==> config.mk <==
export PLATFORM = sky130hd
export DESIGN_NAME = uart_lite_resp
export DESIGN_NICKNAME = d
export VERILOG_FILES = /design/src/rtl/uart_lite_resp.sv
export SDC_FILE = /design/constraint.sdc
export NUM_CORES = 1
export LEC_CHECK = 0
export BUFFER_PORTS_ARGS = -buffer_cell sky130_fd_sc_hd__buf_2
export CAP_MARGIN = 20
export CELL_PAD_IN_SITES_DETAIL_PLACEMENT = 1
export CELL_PAD_IN_SITES_GLOBAL_PLACEMENT = 2
export CORE_MARGIN = 4
export CORE_UTILIZATION = 47
export CTS_BUF_LIST = sky130_fd_sc_hd__clkbuf_8
export DETAILED_ROUTE_END_ITERATION = 12
export HOLD_SLACK_MARGIN = 0.06
export PLACE_DENSITY = 0.83
export SYNTH_ARGS = -nofsm -noshare
export SYNTH_HDL_FRONTEND = slang
export SYNTH_SLANG_ARGS = --single-unit
==> constraint.sdc <==
create_clock -name clk -period 3.8 [get_ports clk]
set_input_delay 0.19 -clock clk [delete_from_list [all_inputs] [get_ports clk]]
set_output_delay 0.19 -clock clk [all_outputs]
set_load 0.02 [all_outputs]
==> src/rtl/uart_lite_resp.sv <==
// uart_lite_resp: AXI4-Lite slave UART with 8N1 transmitter/receiver and
// power-of-two byte FIFOs on both directions.
// Register map (addr[3:2]): 0 RXFIFO, 1 TXFIFO, 2 STAT, 3 CTRL.
// Optional build macro UART_LOOPBACK_EN: feed tx back into the RX
// synchronizer instead of the rx pin (tx pin still drives the line).

module uart_lite_resp #(
  parameter int CLKS_PER_BIT = 868,
  parameter int FIFO_DEPTH   = 16
) (
  input  logic        clk,
  input  logic        rst,
  input  logic [3:0]  s_axi_awaddr,
  input  logic        s_axi_awvalid,
  output logic        s_axi_awready,
  input  logic [31:0] s_axi_wdata,
  input  logic [3:0]  s_axi_wstrb,
  input  logic        s_axi_wvalid,
  output logic        s_axi_wready,
  output logic [1:0]  s_axi_bresp,
  output logic        s_axi_bvalid,
  input  logic        s_axi_bready,
  input  logic [3:0]  s_axi_araddr,
  input  logic        s_axi_arvalid,
  output logic        s_axi_arready,
  output logic [31:0] s_axi_rdata,
  output logic [1:0]  s_axi_rresp,
  output logic        s_axi_rvalid,
  input  logic        s_axi_rready,
  input  logic        rx,
  output logic        tx
);

  localparam int PW = $clog2(FIFO_DEPTH);
  localparam int CW = $clog2(CLKS_PER_BIT);
  localparam logic [CW-1:0] BIT_LAST  = CW'(CLKS_PER_BIT - 1);
  localparam logic [CW-1:0] HALF_LAST = CW'(CLKS_PER_BIT / 2 - 1);
  localparam logic [PW:0]   DEPTH_C   = (PW + 1)'(FIFO_DEPTH);

  localparam logic [1:0] REG_RXFIFO = 2'd0;
  localparam logic [1:0] REG_TXFIFO = 2'd1;
  localparam logic [1:0] REG_STAT   = 2'd2;
  localparam logic [1:0] REG_CTRL   = 2'd3;

  localparam logic [1:0] RESP_OKAY   = 2'b00;
  localparam logic [1:0] RESP_SLVERR = 2'b10;

  typedef enum logic [1:0] {IDLE, START, DATA, STOP} uart_state_t;

  // Bus-side decode
  logic        wr_fire, rd_fire;
  logic [1:0]  wr_sel, rd_sel;
  logic        tx_drop;
  logic [31:0] rd_value;
  logic [31:0] stat;

  // TX FIFO
  logic [7:0]    tx_mem [FIFO_DEPTH];
  logic [PW-1:0] tx_wr_ptr, tx_rd_ptr;
  logic [PW:0]   tx_count;
  logic          tx_empty, tx_full, tx_push, tx_pop, tx_flush;

  // RX FIFO
  logic [7:0]    rx_mem [FIFO_DEPTH];
  logic [PW-1:0] rx_wr_ptr, rx_rd_ptr;
  logic [PW:0]   rx_count;
  logic          rx_empty, rx_full, rx_push, rx_pop, rx_flush;

  // Sticky status
  logic overrun, frame_err, overrun_set, stat_clear;

  // TX engine
  uart_state_t   tx_state;
  logic [CW-1:0] tx_cnt;
  logic [2:0]    tx_bit;
  logic [7:0]    tx_shift;
  logic          tx_line;
  logic          tx_owns_head;

  // RX engine
  uart_state_t   rx_state;
  logic [CW-1:0] rx_cnt;
  logic [2:0]    rx_bit;
  logic [7:0]    rx_shift;
  logic          rx_in, rx_meta, rx_sync, rx_prev;
  logic          rx_stop_tick, rx_byte_ok, rx_byte_bad;

  logic unused_bits;

`ifdef UART_LOOPBACK_EN
  assign rx_in       = tx_line;
  assign unused_bits = ^{s_axi_wstrb, s_axi_wdata[31:8], s_axi_awaddr[1:0],
                         s_axi_araddr[1:0], rx};
`else
  assign rx_in       = rx;
  assign unused_bits = ^{s_axi_wstrb, s_axi_wdata[31:8], s_axi_awaddr[1:0],
                         s_axi_araddr[1:0]};
`endif

  assign tx          = tx_line;
  assign s_axi_rresp = RESP_OKAY;

  assign wr_sel  = s_axi_awaddr[3:2];
  assign rd_sel  = s_axi_araddr[3:2];
  assign wr_fire = s_axi_awready && s_axi_awvalid && s_axi_wvalid;
  assign rd_fire = s_axi_arready && s_axi_arvalid;

  assign tx_empty = (tx_count == '0);
  assign tx_full  = (tx_count == DEPTH_C);
  assign rx_empty = (rx_count == '0);
  assign rx_full  = (rx_count == DEPTH_C);

  // The TX engine keeps its byte at the FIFO head until the stop bit ends,
  // so a full FIFO stays full while the first frame is on the wire.
  assign tx_pop   = (tx_state == STOP) && (tx_cnt == BIT_LAST) && tx_owns_head
                    && !tx_empty && !tx_flush;
  assign tx_push  = wr_fire && (wr_sel == REG_TXFIFO) && (!tx_full || tx_pop);
  assign tx_drop  = (wr_sel == REG_TXFIFO) && tx_full && !tx_pop;
  assign tx_flush = wr_fire && (wr_sel == REG_CTRL) && s_axi_wdata[0];
  assign rx_flush = wr_fire && (wr_sel == REG_CTRL) && s_axi_wdata[1];

  assign rx_stop_tick = (rx_state == STOP) && (rx_cnt == BIT_LAST);
  assign rx_byte_ok   = rx_stop_tick && rx_sync;
  assign rx_byte_bad  = rx_stop_tick && !rx_sync;
  assign rx_pop       = rd_fire && (rd_sel == REG_RXFIFO) && !rx_empty && !rx_flush;
  assign rx_push      = rx_byte_ok && (!rx_full || rx_pop) && !rx_flush;
  assign overrun_set  = rx_byte_ok && rx_full && !rx_pop && !rx_flush;
  assign stat_clear   = rd_fire && (rd_sel == REG_STAT);

  assign stat = {25'd0, frame_err, overrun, 1'b0, tx_full, tx_empty, rx_full, !rx_empty};

  // Read-data mux for the register addressed by the pending read
  // NOTE: every always_comb output gets a default first so no path leaves it unassigned (no latch).
  always_comb begin
    rd_value = '0;
    case (rd_sel)
      REG_RXFIFO: if (!rx_empty) rd_value = {24'd0, rx_mem[rx_rd_ptr]};
      REG_STAT:   rd_value = stat;
      default:    rd_value = '0;
    endcase
  end

  // Write channel: one-cycle ready pulse, then hold the response until bready
  // NOTE: sequential state uses non-blocking assignments so every flop samples pre-edge values.
  always_ff @(posedge clk or posedge rst) begin
    if (rst) begin
      s_axi_awready <= 1'b0;
      s_axi_wready  <= 1'b0;
      s_axi_bvalid  <= 1'b0;
      s_axi_bresp   <= RESP_OKAY;
    end else begin
      s_axi_awready <= 1'b0;
      s_axi_wready  <= 1'b0;
      if (!s_axi_awready && s_axi_awvalid && s_axi_wvalid && !s_axi_bvalid) begin
        s_axi_awready <= 1'b1;
        s_axi_wready  <= 1'b1;
      end
      if (wr_fire) begin
        s_axi_bvalid <= 1'b1;
        s_axi_bresp  <= tx_drop ? RESP_SLVERR : RESP_OKAY;
      end else if (s_axi_bvalid && s_axi_bready) begin
        s_axi_bvalid <= 1'b0;
      end
    end
  end

  // Read channel: one-cycle arready pulse, registered data held until rready
  always_ff @(posedge clk or posedge rst) begin
    if (rst) begin
      s_axi_arready <= 1'b0;
      s_axi_rvalid  <= 1'b0;
      s_axi_rdata   <= '0;
    end else begin
      s_axi_arready <= 1'b0;
      if (!s_axi_arready && s_axi_arvalid && !s_axi_rvalid) s_axi_arready <= 1'b1;
      if (rd_fire) begin
        s_axi_rvalid <= 1'b1;
        s_axi_rdata  <= rd_value;
      end else if (s_axi_rvalid && s_axi_rready) begin
        s_axi_rvalid <= 1'b0;
      end
    end
  end

  // Sticky overrun / frame-error flags; a new event wins over a STAT read clear
  always_ff @(posedge clk or posedge rst) begin
    if (rst) begin
      overrun   <= 1'b0;
      frame_err <= 1'b0;
    end else begin
      if (overrun_set)     overrun <= 1'b1;
      else if (stat_clear) overrun <= 1'b0;
      if (rx_byte_bad)     frame_err <= 1'b1;
      else if (stat_clear) frame_err <= 1'b0;
    end
  end

  // FIFO storage arrays
  // NOTE: storage is not reset; pointers and counts define validity, which keeps it plain RAM.
  always_ff @(posedge clk) begin
    if (tx_push) tx_mem[tx_wr_ptr] <= s_axi_wdata[7:0];
    if (rx_push) rx_mem[rx_wr_ptr] <= rx_shift;
  end

  // TX FIFO pointers and occupancy; pointers wrap naturally at FIFO_DEPTH
  always_ff @(posedge clk or posedge rst) begin
    if (rst) begin
      tx_wr_ptr <= '0;
      tx_rd_ptr <= '0;
      tx_count  <= '0;
    end else if (tx_flush) begin
      tx_wr_ptr <= '0;
      tx_rd_ptr <= '0;
      tx_count  <= '0;
    end else begin
      if (tx_push) tx_wr_ptr <= tx_wr_ptr + 1'b1;
      if (tx_pop)  tx_rd_ptr <= tx_rd_ptr + 1'b1;
      case ({tx_push, tx_pop})
        2'b10:   tx_count <= tx_count + 1'b1;
        2'b01:   tx_count <= tx_count - 1'b1;
        default: tx_count <= tx_count;
      endcase
    end
  end

  // RX FIFO pointers and occupancy
  always_ff @(posedge clk or posedge rst) begin
    if (rst) begin
      rx_wr_ptr <= '0;
      rx_rd_ptr <= '0;
      rx_count  <= '0;
    end else if (rx_flush) begin
      rx_wr_ptr <= '0;
      rx_rd_ptr <= '0;
      rx_count  <= '0;
    end else begin
      if (rx_push) rx_wr_ptr <= rx_wr_ptr + 1'b1;
      if (rx_pop)  rx_rd_ptr <= rx_rd_ptr + 1'b1;
      case ({rx_push, rx_pop})
        2'b10:   rx_count <= rx_count + 1'b1;
        2'b01:   rx_count <= rx_count - 1'b1;
        default: rx_count <= rx_count;
      endcase
    end
  end

  // TX engine: 8N1 LSB-first, each bit held CLKS_PER_BIT cycles
  always_ff @(posedge clk or posedge rst) begin
    if (rst) begin
      tx_state     <= IDLE;
      tx_cnt       <= '0;
      tx_bit       <= '0;
      tx_shift     <= '0;
      tx_line      <= 1'b1;
      tx_owns_head <= 1'b0;
    end else begin
      case (tx_state)
        IDLE: begin
          if (!tx_empty && !tx_flush) begin
            tx_shift     <= tx_mem[tx_rd_ptr];
            tx_line      <= 1'b0;
            tx_cnt       <= '0;
            tx_owns_head <= 1'b1;
            tx_state     <= START;
          end
        end
        START: begin
          if (tx_cnt == BIT_LAST) begin
            tx_cnt   <= '0;
            tx_bit   <= '0;
            tx_line  <= tx_shift[0];
            tx_state <= DATA;
          end else begin
            tx_cnt <= tx_cnt + 1'b1;
          end
        end
        DATA: begin
          if (tx_cnt == BIT_LAST) begin
            tx_cnt <= '0;
            if (tx_bit == 3'd7) begin
              tx_line  <= 1'b1;
              tx_state <= STOP;
            end else begin
              tx_shift <= {1'b0, tx_shift[7:1]};
              tx_line  <= tx_shift[1];
              tx_bit   <= tx_bit + 1'b1;
            end
          end else begin
            tx_cnt <= tx_cnt + 1'b1;
          end
        end
        STOP: begin
          if (tx_cnt == BIT_LAST) begin
            tx_cnt       <= '0;
            tx_owns_head <= 1'b0;
            tx_state     <= IDLE;
          end else begin
            tx_cnt <= tx_cnt + 1'b1;
          end
        end
        default: tx_state <= IDLE;
      endcase
      // A flush releases the head; the frame already on the wire still finishes
      if (tx_flush) tx_owns_head <= 1'b0;
    end
  end

  // Two-flop synchronizer plus one delayed copy for falling-edge detect
  always_ff @(posedge clk or posedge rst) begin
    if (rst) begin
      rx_meta <= 1'b1;
      rx_sync <= 1'b1;
      rx_prev <= 1'b1;
    end else begin
      rx_meta <= rx_in;
      rx_sync <= rx_meta;
      rx_prev <= rx_sync;
    end
  end

  // RX engine: start-bit recheck at half a bit, then sample at bit centres
  always_ff @(posedge clk or posedge rst) begin
    if (rst) begin
      rx_state <= IDLE;
      rx_cnt   <= '0;
      rx_bit   <= '0;
      rx_shift <= '0;
    end else begin
      case (rx_state)
        IDLE: begin
          if (rx_prev && !rx_sync) begin
            rx_cnt   <= '0;
            rx_state <= START;
          end
        end
        START: begin
          if (rx_cnt == HALF_LAST) begin
            rx_cnt   <= '0;
            rx_bit   <= '0;
            rx_state <= rx_sync ? IDLE : DATA;
          end else begin
            rx_cnt <= rx_cnt + 1'b1;
          end
        end
        DATA: begin
          if (rx_cnt == BIT_LAST) begin
            rx_cnt   <= '0;
            rx_shift <= {rx_sync, rx_shift[7:1]};
            if (rx_bit == 3'd7) rx_state <= STOP;
            else                rx_bit   <= rx_bit + 1'b1;
          end else begin
            rx_cnt <= rx_cnt + 1'b1;
          end
        end
        STOP: begin
          if (rx_cnt == BIT_LAST) begin
            rx_cnt   <= '0;
            rx_state <= IDLE;
          end else begin
            rx_cnt <= rx_cnt + 1'b1;
          end
        end
        default: rx_state <= IDLE;
      endcase
    end
  end

endmodule

==> results of run 1 <==
-- cells in the mapped netlist (3+ instances only) --
| library cell | count |
|---|---|
| sky130_fd_sc_hd__o41ai_1 | 4 |
| sky130_fd_sc_hd__dfstp_2 | 4 |
| sky130_fd_sc_hd__o21ai_0 | 35 |
| sky130_fd_sc_hd__nor4_1 | 11 |
| sky130_fd_sc_hd__mux2i_1 | 16 |
| sky130_fd_sc_hd__nand3b_1 | 6 |
| sky130_fd_sc_hd__edfxtp_1 | 256 |
| sky130_fd_sc_hd__a21oi_1 | 30 |
| sky130_fd_sc_hd__buf_2 | 11 |
| sky130_fd_sc_hd__xnor2_1 | 10 |
| sky130_fd_sc_hd__a211oi_1 | 5 |
| sky130_fd_sc_hd__xor2_1 | 12 |
| sky130_fd_sc_hd__inv_1 | 26 |
| sky130_fd_sc_hd__buf_4 | 28 |
| sky130_fd_sc_hd__ha_1 | 27 |
| sky130_fd_sc_hd__nand3_1 | 22 |
| sky130_fd_sc_hd__nor3_1 | 6 |
| sky130_fd_sc_hd__nor2_1 | 70 |
| sky130_fd_sc_hd__a22o_1 | 7 |
| sky130_fd_sc_hd__a222oi_1 | 3 |
| sky130_fd_sc_hd__nand2_1 | 60 |
| sky130_fd_sc_hd__nand4_1 | 7 |
| sky130_fd_sc_hd__nor2b_1 | 7 |
| sky130_fd_sc_hd__o31ai_1 | 6 |
| sky130_fd_sc_hd__a31oi_1 | 3 |
| sky130_fd_sc_hd__buf_1 | 4 |
| sky130_fd_sc_hd__nand2b_1 | 6 |
| sky130_fd_sc_hd__or4_1 | 3 |
| sky130_fd_sc_hd__clkbuf_1 | 24 |
| sky130_fd_sc_hd__or3_1 | 3 |
| sky130_fd_sc_hd__and2_1 | 12 |
| sky130_fd_sc_hd__mux4_2 | 77 |
| sky130_fd_sc_hd__a21o_1 | 7 |
| sky130_fd_sc_hd__mux2_2 | 11 |
| sky130_fd_sc_hd__dfrtp_1 | 88 |
-- worst max-delay path: stages, from the launching register on --
cell	delay, ns
sky130_fd_sc_hd__dfrtp_1	0.40
sky130_fd_sc_hd__ha_1	0.23
sky130_fd_sc_hd__nand4b_1	0.16
sky130_fd_sc_hd__or4_1	0.62
sky130_fd_sc_hd__nor2_2	0.33
sky130_fd_sc_hd__nand3_1	0.17
sky130_fd_sc_hd__clkinv_1	0.15
sky130_fd_sc_hd__ha_1	0.28
sky130_fd_sc_hd__a21o_1	0.20
sky130_fd_sc_hd__a21oi_1	0.17
sky130_fd_sc_hd__xnor2_1	0.16
sky130_fd_sc_hd__o21ai_1	0.08
sky130_fd_sc_hd__a32o_1	0.22
-- registers in the layout, summed over array words and instances, names as in the netlist, 2 cells and up, named ones only --
| signal | count |
|---|---|
| tx_rd_ptr | 4 |
| s_axi_rdata | 8 |
| tx_state | 2 |
| rx_bit | 3 |
| tx_shift | 8 |
| rx_count | 5 |
| tx_count | 5 |
| rx_mem | 128 |
| rx_wr_ptr | 4 |
| tx_wr_ptr | 4 |
| tx_mem | 128 |
| rx_shift | 8 |
| rx_cnt | 10 |
| tx_cnt | 10 |
| tx_bit | 3 |
| rx_rd_ptr | 4 |
-- timing repair --
action	CTS	global route
hold buffers	20	0
hold endpoints to repair	184	0
endpoints found under the setup margin	0	0
-- per-layer routing --
metal  vias to the layer above  GRT usage
met2                       184      0.333
met5                         -          0
met4                         0     0.0526
li1                       3829          -
met3                        51     0.0331
met1                      4409      0.251
-- cells by family after synthesis --
logic type	count (synthesis)
multiplexers	104
XOR/XNOR	22
AO/OA/AOI/OAI	117
AND/OR/NAND/NOR	233
buffers and inverters	95
adder cells (fa/ha/maj)	28
flip-flops	348
other	1
-- layout make-up --
class | instances | area (µm²)
clock buffers | 63 | 867
well taps | 402 | 503
multi-input cells | 531 | 4660
diodes | 1 | 2.50
flip-flops and latches | 348 | 10000
repair buffers | 96 | 711
fillers | 2998 | 14400
inverters | 27 | 104
clock inverters | 43 | 249
-- worst max-delay path by stage --
stage                              end  depth (start not counted)       from  slack (ns)
after detailed placement   tx_count[4]                         12  tx_cnt[0]        0.51
after floorplan           tx_mem[0][0]                          7  tx_cnt[0]        0.78
after CTS                  tx_count[4]                         12  tx_cnt[0]        0.50
after global placement     tx_count[4]                         12  tx_cnt[0]        0.57
final                      tx_count[4]                         12  tx_cnt[0]        0.52
after global routing       tx_count[4]                         12  tx_cnt[0]        0.23
-- power groups by stage --
stage / combinational, mW / sequential [mW] / clock, mW
floorplan: 0.921 / 4.39 / 0
global placement: 1.14 / 4.49 / 0
detailed placement: 1.17 / 4.50 / 0
CTS: 1.19 / 4.42 / 3.24
global route: 1.29 / 4.45 / 3.43
finish: 1.16 / 4.42 / 3.14
-- metrics by stage --
step,area (µm²),utilization
final,17100,0.543
after global routing,17100,0.543
after CTS,17100,0.543
after detailed placement,15800,0.501
after global placement,15800,0.501
after floorplan,15100,-
==> impl_metrics.ini, run 1 <==
[grt]
globalRoute.totalOverflow = 0
grt.total_usage = 0.191
wire_length_of_the_first_global_routing_pass_um = 53000
grt_antenna_before_repair = 1
grt_max_degree = 60
number_of_global_route_vias_before_repair = 9113

[timing]
finalCriticalPeriod_ns = 3.28
slew-limit-headroom = 0.349
fin_skew_ns = 0.0396
fin_tns_setup_ns = 0
setup_viol_count_final = 0
postLayoutSetupSlackWorst_ns = 0.517
finalCritPeriodShare = 0.864
final_hold_viol_count = 0
max_freq_mhz = 305
worst_hold_slack_ns = 0.104
grt_setup_unrepaired = no
timing.final.max_slew_violations = 0
tightestPinTransition_ns = 0.977

[logic_synthesis]
syn-instance-count = 948
ys_warn_count = 0
synthMuxAreaShare = 0.135
synth_flop_cell = sky130_fd_sc_hd__edfxtp_1
dominant_combinational_cell_family_by_area_after_synthesis = multiplexers
synth_enable_flop_cells = 256
synth_cell_type_count = 67
synth.area.top_cells = sky130_fd_sc_hd__edfxtp_1, sky130_fd_sc_hd__dfrtp_1, sky130_fd_sc_hd__mux4_2, sky130_fd_sc_hd__ha_1, sky130_fd_sc_hd__nor2_1
synth-seq-area-share = 0.667
synth-adder-area-share = 0.0239
post_synth_and_or_nand_nor_area_fraction = 0.0785
synth_top_cell_area_share = 0.513
synth-async-reset-ratio = 0.264
synth_compound_area_frac = 0.0508
synth_xor_area_frac = 0.0129
yosys.area.top_type = sky130_fd_sc_hd__edfxtp_1
synth_seq_cells = 348
syn_area_mm2 = 0.0150
avgSynthCellArea_um2 = 15.8

[power_and_ir_drop]
swShare = 0.266
total_switching_power_mw = 2.32
combPwrFrac = 0.133
intPower_mw = 6.41
seqPwrFrac = 0.507
power_density_mw_per_mm2 = 510
vdd_ir_drop_max_v = 0.000463
pwr-share-clk = 0.360
power_leakage_nw = 6.60
totalPowerFinal_mw = 8.72

[place]
placement.io_buffers = 34
hpwlAfterDp_um = 21500
post_place_worst_slack_ns = 0.511
placed_cells = 1383
gp_routability_congestion = 0.767

[cts]
cts_buffer_depth = 3
tritoncts = built
post_cts_resize_count = 0
insertion_delay_ns = 0.61
clock-sinks = 348
root_buffer = sky130_fd_sc_hd__clkbuf_8
postCtsSetupRepairBufs = 0
clkTransAtPathRegs_ns = 0.06
cts_inserted_buffers = 56
cts_htree_levels = 2

[run_status]
status = finished, final reports clean

[layout]
fin_nets = 1140
final_cell_mix = sky130_fd_sc_hd__edfxtp_1, sky130_fd_sc_hd__dfrtp_1, sky130_fd_sc_hd__mux4_2
layout.cells.most_common = sky130_fd_sc_hd__edfxtp_1
area_growth_syn_to_layout_pct = 14.0
layout_cells_sized_above_1 = 0.240
final-instance-count-excl-fill = 1511

[worst_setup_path]
arrival_time_reported_for_the_critical_path_endpoint_ns = 3.75
worstSetupPathType = reg2reg
r2r_end = tx_count[4]
worst-path-max-fanout = 6
ff2ff_path_depth = 12
reg2reg_setup_slack_ns = 0.52
crit_path_start_kind = flip-flop
worstPathRequired_ns = 4.26
endpoint_kind = flip-flop
critical_path.reg2reg.startpoint = tx_cnt[0]

[drt]
final_ant_viol_nets = 0
drcViolationCount = 0
avgRoutedWirePerCell_um = 21.7
route.layer.met1.wl_um = 13700
num_vias = 8473
totalWireLength_um = 32800
dr_wl_met2_um = 16900
dr_wl_met3_um = 1520
top_layer_used = met4
viasPerCell = 5.61
initialDrtViolationCount = 500
drtPass1Iterations = 6

[floorplan]
row_count = 65
initial_util = 0.476
coreArea_mm2 = 0.0315
io_pins = 94
die_w_um = 187
die-area_mm2 = 0.0348
fp.dieH_um = 187

[worst_hold_path]
hold_path_end = s_axi_rdata[0]
timing.hold.worst_path_depth = 5
min-delay-start = s_axi_araddr[2]
hold_path.class = in2reg

[run]
timing.max_cap.violations = 0
Note: power is estimated with default switching activity, not from simulation.
==> run 2: changes to the inputs <==
--- a/config.mk
+++ b/config.mk
@@ -15,6 +15,7 @@
 export DETAILED_ROUTE_END_ITERATION = 12
 export HOLD_SLACK_MARGIN = 0.06
 export PLACE_DENSITY = 0.83
+export REMOVE_ABC_BUFFERS = 1
 export SYNTH_ARGS = -nofsm -noshare
 export SYNTH_HDL_FRONTEND = slang
 export SYNTH_SLANG_ARGS = --single-unit
==> impl_metrics.ini, run 2 (synthesis gave the netlist of run 1 again) <==
[cts]
cts_htree_levels = 2
clkTransAtPathRegs_ns = 0.06
clock-sinks = 348
postCtsSetupRepairBufs = 0
cts_buffer_depth = 3
post_cts_resize_count = 0
tritoncts = built
root_buffer = sky130_fd_sc_hd__clkbuf_8
cts_inserted_buffers = 56
insertion_delay_ns = 0.59

[place]
placement.io_buffers = 34
gp_routability_congestion = 0.752
hpwlAfterDp_um = 21400

[layout]
final_cell_mix = sky130_fd_sc_hd__edfxtp_1, sky130_fd_sc_hd__dfrtp_1, sky130_fd_sc_hd__mux4_2
fin_nets = 1138
layout.core_utilization = 0.542
area.sequential_mm2 = 0.0100
num-fill-cells = 2995
layout_cells_sized_above_1 = 0.239
diodes = 0
largestRegisters = rx_mem (128), tx_mem (128)
multiInputGateArea_mm2 = 0.00466
layout.cells.most_common = sky130_fd_sc_hd__edfxtp_1
area_growth_syn_to_layout_pct = 13.8

[worst_setup_path]
timing.critical_path.buf_inv = 1
endpoint_kind = flip-flop
timing.critical_path.max_delay_family = simple AND/OR/NAND/NOR gates
cpMaxStageDelayCell = sky130_fd_sc_hd__or4_1
arrival_time_reported_for_the_critical_path_endpoint_ns = 3.79
crit_chain = ha_1 > nand4b_1 > or4_1 > nor2_2 > nand3_1 > clkinv_1 > ha_1 > a21o_1 > a21oi_1 > xnor2_1 > o21ai_1 > a32o_1
worst-path-max-fanout = 6
path_common_cell = sky130_fd_sc_hd__ha_1
crit_path_start_kind = flip-flop
worstPathRequired_ns = 4.26
worstSetupPathType = reg2reg
cpPeakStageDelay_ns = 0.62

[timing]
fin_skew_ns = 0.0240
final_hold_viol_count = 0
finalCritPeriodShare = 0.875
tightestPinTransition_ns = 0.790
max_freq_mhz = 301
slew-limit-headroom = 0.471
timing.final.max_slew_violations = 0
setup_viol_count_final = 0
grt_setup_unrepaired = no
finalCriticalPeriod_ns = 3.33

[drt]
drtPass1Iterations = 5
final_ant_viol_nets = 0
initialDrtViolationCount = 480
avgRoutedWirePerCell_um = 21.6
num_vias = 8404
drcViolationCount = 0
totalWireLength_um = 32500
viasPerCell = 5.59

[grt]
globalRoute.totalOverflow = 0
grt_antenna_before_repair = 0
grt.total_usage = 0.190
number_of_global_route_vias_before_repair = 9215
grt_max_degree = 73
wire_length_of_the_first_global_routing_pass_um = 52700

[power_and_ir_drop]
power_density_mw_per_mm2 = 509
vdd_ir_drop_max_v = 0.000272
power_leakage_nw = 6.55
totalPowerFinal_mw = 8.68

[floorplan]
coreArea_mm2 = 0.0315
initial_util = 0.476
fp.dieH_um = 187
die-area_mm2 = 0.0348
io_pins = 94
row_count = 65
die_w_um = 187

[run]
timing.max_cap.violations = 0

[run_status]
status = finished, final reports clean

[worst_hold_path]
hold_path.class = in2reg
## run 2: cell count changes in the layout (fill, tap and decap cells not counted), moves of 2 or more
cell                       previous run  this run
sky130_fd_sc_hd__buf_4               40        36
sky130_fd_sc_hd__inv_12               2         0
sky130_fd_sc_hd__inv_1               52        44
sky130_fd_sc_hd__clkinv_1             8        11
## run 2: metal layers
metal,share of wire,GRT usage,vias up
met5,0,0,-
met4,0.022,0.0509,0
met3,0.044,0.0340,62
met2,0.52,0.330,169
met1,0.42,0.249,4351
li1,-,-,3822
## run 2: final timing paths
path / from / to / slack (ns) / cells past startpoint
worst max-delay path: tx_cnt[0] / tx_count[4] / 0.47 / 12
worst min-delay path: s_axi_araddr[2] / overrun / 0.11 / 5
worst min register to register: rx_meta / rx_sync / 0.35 / 0
worst max register to register: tx_cnt[0] / tx_count[4] / 0.47 / 12
min in group asynchronous: rst / s_axi_wready / 0.13 / 3
max in group asynchronous: rst / rx_meta / 2.71 / 5
## run 2: power breakdown
part           leakage (nW)  total, mW  internal [mW]  switching (mW)
Sequential             3.77       4.44           4.19           0.253
Clock                 0.622       3.09           1.63            1.45
Combinational          2.16       1.15          0.555           0.596
## run 2: repair_timing
action | CTS | global route
hold buffers | 21 | 0
hold endpoints to repair | 207 | 0
setup endpoints to repair | 0 | 0
## run 2: worst reg2reg max path, cell delays in order (launching register included)
cell,delay (ns)
sky130_fd_sc_hd__dfrtp_1,0.40
sky130_fd_sc_hd__ha_1,0.24
sky130_fd_sc_hd__nand4b_1,0.14
sky130_fd_sc_hd__or4_1,0.62
sky130_fd_sc_hd__nor2_2,0.35
sky130_fd_sc_hd__nand3_1,0.17
sky130_fd_sc_hd__clkinv_1,0.14
sky130_fd_sc_hd__ha_1,0.28
sky130_fd_sc_hd__a21o_1,0.19
sky130_fd_sc_hd__a21oi_1,0.16
sky130_fd_sc_hd__xnor2_1,0.18
sky130_fd_sc_hd__o21ai_1,0.11
sky130_fd_sc_hd__a32o_1,0.23
## run 2: final cells by class
type | instances | area share
clock buffers | 62 | 0.0500
clock inverters | 39 | 0.0133
inverters | 27 | 0.00609
repair buffers | 94 | 0.0421
flip-flops and latches | 348 | 0.586
multi-input cells | 531 | 0.273
well taps | 402 | 0.0295
## run 2: per-stage QoR
| stage | std cells | setup TNS [ns] | hold WS (ns) | worst slack [ns] | instance area, µm² |
|---|---|---|---|---|---|
| floorplan | 906 | -4.49 | 0.194 | -0.187 | 14700 |
| global placement | 1379 | 0 | 0.296 | 0.567 | 15700 |
| detailed placement | 1379 | 0 | 0.301 | 0.473 | 15700 |
| CTS | 1501 | 0 | 0.0661 | 0.452 | 17000 |
| global route | 1503 | 0 | 0.139 | 0.220 | 17100 |
| finish | 1503 | 0 | 0.109 | 0.474 | 17100 |
